<file path="src/rtl/miner_pkg.sv">
// rtl/miner_pkg.sv - shared types and helpers for the miner nonce transmit path
package miner_pkg;

  typedef enum logic [2:0] {
    ST_IDLE,
    ST_POP,
    ST_LATCH,
    ST_SEND,
    ST_WAIT_BUSY,
    ST_WAIT_IDLE
  } tx_state_e;

  localparam logic [7:0] SYNC_BYTE_DEFAULT = 8'h4E;
  localparam int FRAME_LEN_CSUM  = 10;
  localparam int FRAME_LEN_PLAIN = 9;

  function automatic int frame_len(input bit csum);
    return csum ? FRAME_LEN_CSUM : FRAME_LEN_PLAIN;
  endfunction

  // Nonce bytes go out least-significant first.
  function automatic logic [7:0] nonce_byte(input logic [63:0] nonce, input logic [2:0] idx);
    return nonce[{idx, 3'b000} +: 8];
  endfunction

  function automatic logic [7:0] nonce_xor(input logic [63:0] nonce);
    logic [7:0] acc;
    acc = '0;
    for (int i = 0; i < 8; i++) acc = acc ^ nonce[i*8 +: 8];
    return acc;
  endfunction

endpackage

</file>
<file path="src/rtl/nonce_tx.sv">
// rtl/nonce_tx.sv - drains winning nonces from the FIFO and frames them onto the UART
module nonce_tx
  import miner_pkg::*;
#(
  parameter logic [7:0] SYNC_BYTE    = SYNC_BYTE_DEFAULT,
  parameter bit         CHECKSUM     = 1'b1,
  parameter int         BUSY_TIMEOUT = 16
) (
  input  logic        clk,
  input  logic        rst,
  input  logic        fifo_empty,
  input  logic [63:0] fifo_q,
  output logic        fifo_rd,
  input  logic        is_transmitting,
  output logic        transmit,
  output logic [7:0]  tx_byte,
  output logic        busy,
  output logic        tx_err,
  output logic [15:0] frames_sent
);

  localparam int FRAME_LEN = frame_len(CHECKSUM);
  localparam int IDX_W     = $clog2(FRAME_LEN);
  localparam int TMR_W     = $clog2(BUSY_TIMEOUT);
  localparam logic [IDX_W-1:0] LAST_IDX = IDX_W'(FRAME_LEN - 1);
  localparam logic [TMR_W-1:0] TMR_LAST = TMR_W'(BUSY_TIMEOUT - 1);

  tx_state_e        state_q;
  logic [IDX_W-1:0] idx_q, idx_d;
  logic [TMR_W-1:0] tmr_q;
  logic [63:0]      nonce_q;
  logic [7:0]       csum_q;
  logic             fifo_rd_q, transmit_q, busy_q, tx_err_q;
  logic [7:0]       tx_byte_q, byte_cur, byte_d;
  logic [15:0]      frames_q;

  // Index 0 is the header, 1..8 the nonce, 9 the checksum when enabled.
  function automatic logic [7:0] frame_byte(input logic [IDX_W-1:0] idx,
                                            input logic [63:0] nonce,
                                            input logic [7:0] csum);
    if (idx == '0) return SYNC_BYTE;
    if (idx > IDX_W'(8)) return csum;
    return nonce_byte(nonce, 3'(idx - 1'b1));
  endfunction

  always_comb begin
    idx_d    = idx_q + 1'b1;
    byte_cur = frame_byte(idx_q, nonce_q, csum_q);
    byte_d   = frame_byte(idx_d, nonce_q, csum_q);
  end

  always_ff @(posedge clk or negedge rst) begin
    if (!rst) begin
      state_q    <= ST_IDLE;
      idx_q      <= '0;
      tmr_q      <= '0;
      nonce_q    <= '0;
      csum_q     <= '0;
      fifo_rd_q  <= 1'b0;
      transmit_q <= 1'b0;
      tx_byte_q  <= 8'h00;
      busy_q     <= 1'b0;
      tx_err_q   <= 1'b0;
      frames_q   <= '0;
    end else begin
      fifo_rd_q  <= 1'b0;
      transmit_q <= 1'b0;
      case (state_q)
        ST_IDLE: begin
          if (!fifo_empty) begin
            state_q   <= ST_POP;
            fifo_rd_q <= 1'b1;
            busy_q    <= 1'b1;
          end
        end
        ST_POP: state_q <= ST_LATCH;
        ST_LATCH: begin
          nonce_q <= fifo_q;
          csum_q  <= nonce_xor(fifo_q);
          idx_q   <= '0;
          state_q <= ST_SEND;
          // Header strobe goes out with the capture so SEND holds the pulse cycle.
          if (!is_transmitting) begin
            transmit_q <= 1'b1;
            tx_byte_q  <= SYNC_BYTE;
          end
        end
        ST_SEND: begin
          if (transmit_q) begin
            state_q <= ST_WAIT_BUSY;
            tmr_q   <= '0;
          end else if (!is_transmitting) begin
            transmit_q <= 1'b1;
            tx_byte_q  <= byte_cur;
          end
        end
        ST_WAIT_BUSY: begin
          if (is_transmitting) begin
            state_q <= ST_WAIT_IDLE;
          end else if (tmr_q == TMR_LAST) begin
            tx_err_q <= 1'b1;
            state_q  <= ST_WAIT_IDLE;
          end else begin
            tmr_q <= tmr_q + 1'b1;
          end
        end
        ST_WAIT_IDLE: begin
          if (!is_transmitting) begin
            if (idx_q == LAST_IDX) begin
              frames_q <= frames_q + 1'b1;
              busy_q   <= 1'b0;
              state_q  <= ST_IDLE;
            end else begin
              idx_q      <= idx_d;
              transmit_q <= 1'b1;
              tx_byte_q  <= byte_d;
              state_q    <= ST_SEND;
            end
          end
        end
        default: state_q <= ST_IDLE;
      endcase
    end
  end

  assign fifo_rd     = fifo_rd_q;
  assign transmit    = transmit_q;
  assign tx_byte     = tx_byte_q;
  assign busy        = busy_q;
  assign tx_err      = tx_err_q;
  assign frames_sent = frames_q;

endmodule
</file>
<file path="config.mk">
export PLATFORM = sky130hd
export DESIGN_NAME = nonce_tx
export DESIGN_NICKNAME = d
export VERILOG_FILES = /design/src/rtl/miner_pkg.sv /design/src/rtl/nonce_tx.sv
export SDC_FILE = /design/constraint.sdc
export NUM_CORES = 1
export LEC_CHECK = 0
export ABC_AREA = 1
export BUFFER_PORTS_ARGS = -buffer_cell sky130_fd_sc_hd__buf_2
export CAP_MARGIN = 40
export CORE_UTILIZATION = 35
export DETAILED_ROUTE_END_ITERATION = 12
export GPL_TIMING_DRIVEN = 0
export SETUP_SLACK_MARGIN = 0.4
export SYNTH_ARGS = -nofsm -noshare
export SYNTH_HDL_FRONTEND = slang
export SYNTH_SLANG_ARGS = --single-unit
</file>
<file path="constraint.sdc">
create_clock -name clk -period 2.4 [get_ports clk]
set_input_delay 0.48 -clock clk [delete_from_list [all_inputs] [get_ports clk]]
set_output_delay 0.48 -clock clk [all_outputs]
set_load 0.01 [all_outputs]
</file>
==> results.sh, run 1 <==
export IMPL_ys_warn_count=0
export IMPL_area_growth_pct=21.0
export IMPL_required_ps=2650
export IMPL_synth_ff_type="dfrtp_1"
export IMPL_cts_root_buf="clkbuf_16"
export IMPL_fin_nets=1142
export IMPL_grt_total_usage_pct=22.5
export IMPL_hold_class="in2async"
export IMPL_yosysTopAreaCell="dfrtp_1"
export IMPL_wl_mm=21.1
export IMPL_hpwl_mm=15.1
export IMPL_rrSetupSlack_ps=410
export IMPL_grt_overflow=0
export IMPL_finalNonFillerCells=1334
export IMPL_clock_fmax_ghz=0.502
export IMPL_grt_max_degree=64
export IMPL_crit_chain="buf_4, buf_4, buf_2, nand2_1, nand3_1, nand3_1, nand3_1, nand3_1, nand2_1, inv_1, nor2_1, nor2_1"
export IMPL_synth_top_area_share_pct=40.8
export IMPL_r2r_cells=12
export IMPL_die_x_um=142
export IMPL_rsz0062_at_grt="yes"
export IMPL_final_max_slew_viol_count=0
export IMPL_maxCapViolations=0
export IMPL_cp_common_cell="nand3_1"
export IMPL_synth_edf_count=0
export IMPL_relSlewSlack_pct=53.2
export IMPL_htreeDepth=3
export IMPL_place_congestion=0.891
export IMPL_clock_sinks=111
export IMPL_wl_met3_mm=1.33
export IMPL_first_pass_iters=5
export IMPL_dr_max_layer_used="met4"
export IMPL_utilization_pct=43.6
export IMPL_dp_cells=1309
export IMPL_cts_hold_buf=0
export IMPL_cts_tree="built"
export IMPL_io_pin_count=96
export IMPL_period_minus_slack_ps=1990
export IMPL_clock_latency_ps=370
export IMPL_cts_buffers=9
export IMPL_critPathMaxFanout=10
export IMPL_worstSetupStartpoint="idx_q[0]"
export IMPL_via_per_inst=4.99
export IMPL_drive_gt1_share_pct=20.3
export IMPL_ir_drop_uv=530
export IMPL_initial_utilization_pct=36.1
export IMPL_finalSetupViolations=0
export IMPL_cp_endpoint="tx_byte[3]"
export IMPL_crit_type="reg2reg"
export IMPL_drt_iter0_markers=587
export IMPL_drc=0
export IMPL_ys_async_sr_fraction_pct=100
export IMPL_wl_per_cell_um=15.8
export IMPL_rows=50
export IMPL_postSynthRegisterBits=111
export IMPL_grt_pass1_vias=6508
export IMPL_clk_pin_slew_ps=80
export IMPL_cts_buffer_depth=2
export IMPL_fin_skew_ps=9.50
export IMPL_critPathLaunchType="register"
export IMPL_final_hold_violation_count=0
export IMPL_num_vias=6651
export IMPL_setup_tns_ps=0
export IMPL_dieArea_um2=20000
export IMPL_power_mw=10.1
export IMPL_cellPowerDensity_nw_per_um2=1220
export IMPL_syn_area_um2=6810
export IMPL_grt_pass1_wl_mm=34.3
export IMPL_ys_seq_area_share_pct=40.8
export IMPL_n_antenna_cell=0
export IMPL_synthCells=953
export IMPL_die_h_um=142
export IMPL_cp_arrival_ps=2240
export IMPL_met2_length_mm=9.72
export IMPL_r2r_end="tx_byte[3]"
export IMPL_core_um2=18900
export IMPL_postRouteAntennaNets=0
export IMPL_status="finished clean"
export IMPL_synth_fp_nets=1026
export IMPL_portBuffers=95
export IMPL_period_share_pct=83.1
export IMPL_grt_antenna_before_repair=0
export IMPL_crit_path_max_incr_delay_ps=400
export IMPL_syn_avg_cell_area_um2=7.15
export IMPL_met1_length_mm=9.40
export IMPL_tightestPinTransition_ps=703
export IMPL_synth_area_top_cells="dfrtp_1, nand2_1, nand3_1"
export IMPL_cellLeakagePower_nw=4.27
export IMPL_r2r_start="idx_q[0]"
export IMPL_worstSetupEndpointType="register"
export IMPL_synth_cell_types=41
export IMPL_slowest_stage="dfrtp_2"
[worst min-delay path by stage]
stage,startpoint,to,slack (ps),depth (start not counted)
4_1_cts,rst,nonce_q[56],70,1
2_1_floorplan,rst,busy,180,0
5_1_grt,rst,nonce_q[56],90,1
3_5_place_dp,rst,nonce_q[56],460,1
6_report,rst,nonce_q[56],50,1
3_3_place_gp,tx_err,tx_err,450,1
[cell type report]
cell class	instances	area (µm²)
tap	260	325
inverter	108	432
fill	1999	10600
buffer	37	267
multi-input combinational	697	3530
sequential	111	2780
clock inverter	6	67.6
clock buffer	10	239
timing repair buffer	105	604
[report_power, final]
group / internal (mW) / switching (mW)
combinational: 1.94 / 3.45
sequential: 2.61 / 0.479
clock: 0.843 / 0.741
total: 5.39 / 4.67
[cell usage after synthesis, types with 4 or more instances]
cell / number
nor2_1: 52
or2_2: 9
xor2_1: 25
a21oi_1: 21
buf_2: 21
nand2_1: 329
buf_4: 4
nor2_4: 5
o211ai_1: 9
nand2_2: 6
nand3_1: 86
o21ai_0: 81
o22ai_1: 4
nor2_2: 5
nand4_1: 6
inv_2: 11
nor3_1: 5
inv_1: 95
ha_1: 5
clkbuf_1: 11
xnor2_1: 29
dfrtp_1: 111
[routing by layer]
layer	track usage, %	up-vias
li1	-	3250
met5	0	-
met4	9.73	0
met1	29.9	3118
met2	36.3	232
met3	3.48	51
[metrics by stage]
| stage | hold slack [ps] | setup slack (ps) | area [µm²] |
|---|---|---|---|
| 2_1_floorplan | 184 | 405 | 6810 |
| 3_3_place_gp | 453 | -816 | 7610 |
| 3_5_place_dp | 457 | -148 | 7650 |
| 4_1_cts | 73.0 | 400 | 8070 |
| 5_1_grt | 88.1 | 335 | 8240 |
| 6_report | 50.8 | 406 | 8240 |
[worst max-delay path: cells and delay by family (launching register included)]
| kind | cells | cell delay, ps |
|---|---|---|
| buf+inv | 4 | 730 |
| flops | 1 | 400 |
| simple gates | 8 | 760 |
[cell families after synthesis]
family / after synthesis / synth area share [%]
simple gates: 518 / 33.1
buf+inv: 145 / 8.76
compound gates: 120 / 9.49
flops: 111 / 40.8
xor+xnor: 54 / 6.94
fa+ha+maj: 5 / 0.918
[sequential cells by signal (all words and copies together), names as in the netlist]
signal / flops
busy: 1
state_q: 3
transmit: 1
nonce_q: 64
tmr_q: 4
tx_err: 1
fifo_rd: 1
tx_byte: 8
csum_q: 8
idx_q: 4
frames_sent: 16
[timing repair]
item                       CTS  global route
setup buffers                3             4
gates resized for setup     29            38
pin swaps                    2            11
gates cloned                 1             1
setup endpoints to repair   20             9
[cell usage in the layout (no fill, tap or decap), drive strengths merged, types with 2 or more instances in the layout]
master	synthesis	final
clkinv	1	3
o21ai	82	82
nor3	7	7
clkinvlp	0	2
nand4	7	7
o22ai	4	4
a21oi	22	22
clkbuf	11	23
o211ai	9	9
buf	26	129
dfrtp	111	111
nand3	88	88
xnor2	29	29
ha	5	5
nand2	337	337
xor2	25	25
or2	12	12
inv	107	108
nor2	63	63
Power figures use the tool's default switching activity.
==> inputs of run 2 (changes only) <==
Clock period 2.4 ns to 2.1 ns, I/O delays scaled along.
==> run 2 against run 1 <==
  * Non-clock buffer count grew 4
  * Core utilization grew 0.24 points
  * Sequential power grew 15%
  * Register-to-register slack lost 280 ps
  * Clock power grew 12%
  * Critical endpoint is now tx_byte[4]
  * Largest power group unchanged
==> results.sh, run 2 (same netlist as run 1, synthesis figures left out) <==
export IMPL_io_pin_count=96
export IMPL_worstSetupEndpointType="register"
export IMPL_grt_pass1_vias=6444
export IMPL_cts_buffers=9
export IMPL_cp_depth=16
export IMPL_area_growth_pct=21.7
export IMPL_r2r_end="tx_byte[4]"
export IMPL_clock_fmax_ghz=0.506
export IMPL_path_delay_family="buffers and inverters"
export IMPL_path_buf_inv=6
export IMPL_crit_type="reg2reg"
export IMPL_drt_iter0_markers=587
export IMPL_clock_latency_ps=370
export IMPL_relSlewSlack_pct=63.0
export IMPL_cts_root_buf="clkbuf_16"
export IMPL_min_to="nonce_q[61]"
export IMPL_min_path_cells=3
export IMPL_period_minus_slack_ps=1980
export IMPL_critPathLaunchType="register"
export IMPL_postRouteAntennaNets=0
export IMPL_initial_utilization_pct=36.1
export IMPL_cellPowerDensity_nw_per_um2=1380
export IMPL_status="finished clean"
export IMPL_cp_arrival_ps=2230
export IMPL_cts_tree="built"
export IMPL_maxCapViolations=0
export IMPL_crit_chain="inv_4, buf_8, ha_4, buf_12, inv_8, nand2_8, clkbuf_16, buf_4, o21ai_1, nor2_1, nand2_1, nand3_1, nand2_1, nand2_1, nand2_1, nand2_1"
export IMPL_hold_class="in2reg"
export IMPL_fin_nets=1146
export IMPL_pre_cts_slack_ps=-147
export IMPL_tightestPinTransition_ps=556
export IMPL_cts_buffer_depth=2
export IMPL_mostFrequentLayoutCells="nand2_1, dfrtp_1, buf_2, inv_1, nand3_1"
export IMPL_die_x_um=142
export IMPL_rows=50
export IMPL_cellLeakagePower_nw=4.27
export IMPL_largest_register_ffs=64
export IMPL_num_vias=6585
export IMPL_final_common_cell="nand2_1"
export IMPL_drive_gt1_share_pct=20.5
export IMPL_ir_drop_uv=512
export IMPL_fin_skew_ps=11.6
export IMPL_portBuffers=95
export IMPL_clock_sinks=111
export IMPL_r2r_start="idx_q[0]"
export IMPL_required_ps=2360
export IMPL_regMostFlops="nonce_q"
export IMPL_period_share_pct=94.2
export IMPL_slowest_stage="dfrtp_2"
export IMPL_power_mw=11.4
export IMPL_die_h_um=142
export IMPL_first_pass_iters=5
export IMPL_crit_path_max_incr_delay_ps=430
export IMPL_via_per_inst=4.92
export IMPL_n_antenna_cell=0
export IMPL_utilization_pct=43.9
export IMPL_rsz0062_at_grt="yes"
export IMPL_place_congestion=0.898
export IMPL_dieArea_um2=20000
export IMPL_grt_pass1_wl_mm=34.3
export IMPL_wl_mm=21.2
export IMPL_core_um2=18900
export IMPL_final_max_slew_viol_count=0
export IMPL_clk_pin_slew_ps=80
export IMPL_cp_common_cell="nand2_1"
export IMPL_grt_total_usage_pct=22.6
export IMPL_final_hold_violation_count=0
export IMPL_hold_start="fifo_q[61]"
export IMPL_finalSetupViolations=0
export IMPL_htreeDepth=3
export IMPL_grt_max_degree=74
export IMPL_grt_antenna_before_repair=0
export IMPL_drc=0
export IMPL_r2r_cells=16
export IMPL_wl_per_cell_um=15.8
export IMPL_rrSetupSlack_ps=120
export IMPL_hpwl_mm=15.0
export IMPL_layout_setup_ws_ps=122
export IMPL_critPathMaxFanout=8
export IMPL_fin_hold_ws_ps=273
export IMPL_grt_overflow=0
==> run 2: changes by cell type in the layout (fill, tap and decap cells not counted), sizes merged <==
cell         delta
inv             -1
buf             +2
clkbuf          +2
dlygate4sd3     +1
==> run 2: final cells by class <==
cell class                      count  area [µm²]
Buffer                             37         295
Clock buffer                       11         233
Clock inverter                      5        58.8
Fill cell                        2009       10600
Inverter                          108         427
Multi-Input combinational cell    697        3540
Sequential cell                   111        2780
Tap cell                          260         325
Timing Repair Buffer              109         627
==> run 2: worst max path at each step <==
stage	startpoint	endpoint
after floorplan	idx_q[0]	tx_byte[6]
after global placement	rst	idx_q[0]
after detailed placement	idx_q[0]	tx_byte[3]
after CTS	idx_q[0]	tx_byte[7]
after global routing	idx_q[0]	tx_byte[6]
final	idx_q[0]	tx_byte[4]
==> run 2: power by group <==
part	internal, mW	total, mW	switching, mW
Sequential	2.99	3.55	0.561
Clock	0.929	1.77	0.839
Combinational	2.27	6.11	3.83
==> run 2: what timing repair did <==
item                                    4_1_cts  5_1_grt
hold endpoints to repair                     38        0
resized for setup                            30       21
pin swaps                                    15        6
buffers inserted                              8        3
gates cloned                                  0        1
hold buffers                                  1        0
endpoints found under the setup margin       49       54
==> run 2: worst reg2reg max path, stage by stage, from the launching register on <==
cell,delay [ps]
dfrtp_2,430
inv_4,70
buf_8,90
ha_4,190
buf_12,150
inv_8,100
nand2_8,70
clkbuf_16,160
buf_4,130
o21ai_1,110
nor2_1,50
nand2_1,60
nand3_1,70
nand2_1,60
nand2_1,50
nand2_1,50
nand2_1,40
==> run 2: per-layer routing <==
| metal | track usage [%] | up-vias | part of all wire [%] |
|---|---|---|---|
| li1 | - | 3249 | - |
| met5 | 0 | - | 0 |
| met1 | 30.3 | 3079 | 46 |
| met3 | 2.67 | 36 | 6.1 |
| met4 | 10.2 | 0 | 3.0 |
| met2 | 36.5 | 221 | 45 |
==> run 2: per-stage QoR <==
stage | instance area [µm²] | TNS [ps] | cells
global route | 8290 | 0 | 1338
finish | 8290 | 0 | 1338
floorplan | 6890 | 0 | 953
detailed placement | 7720 | -879 | 1309
CTS | 8180 | 0 | 1334
global placement | 7690 | -95610 | 1308
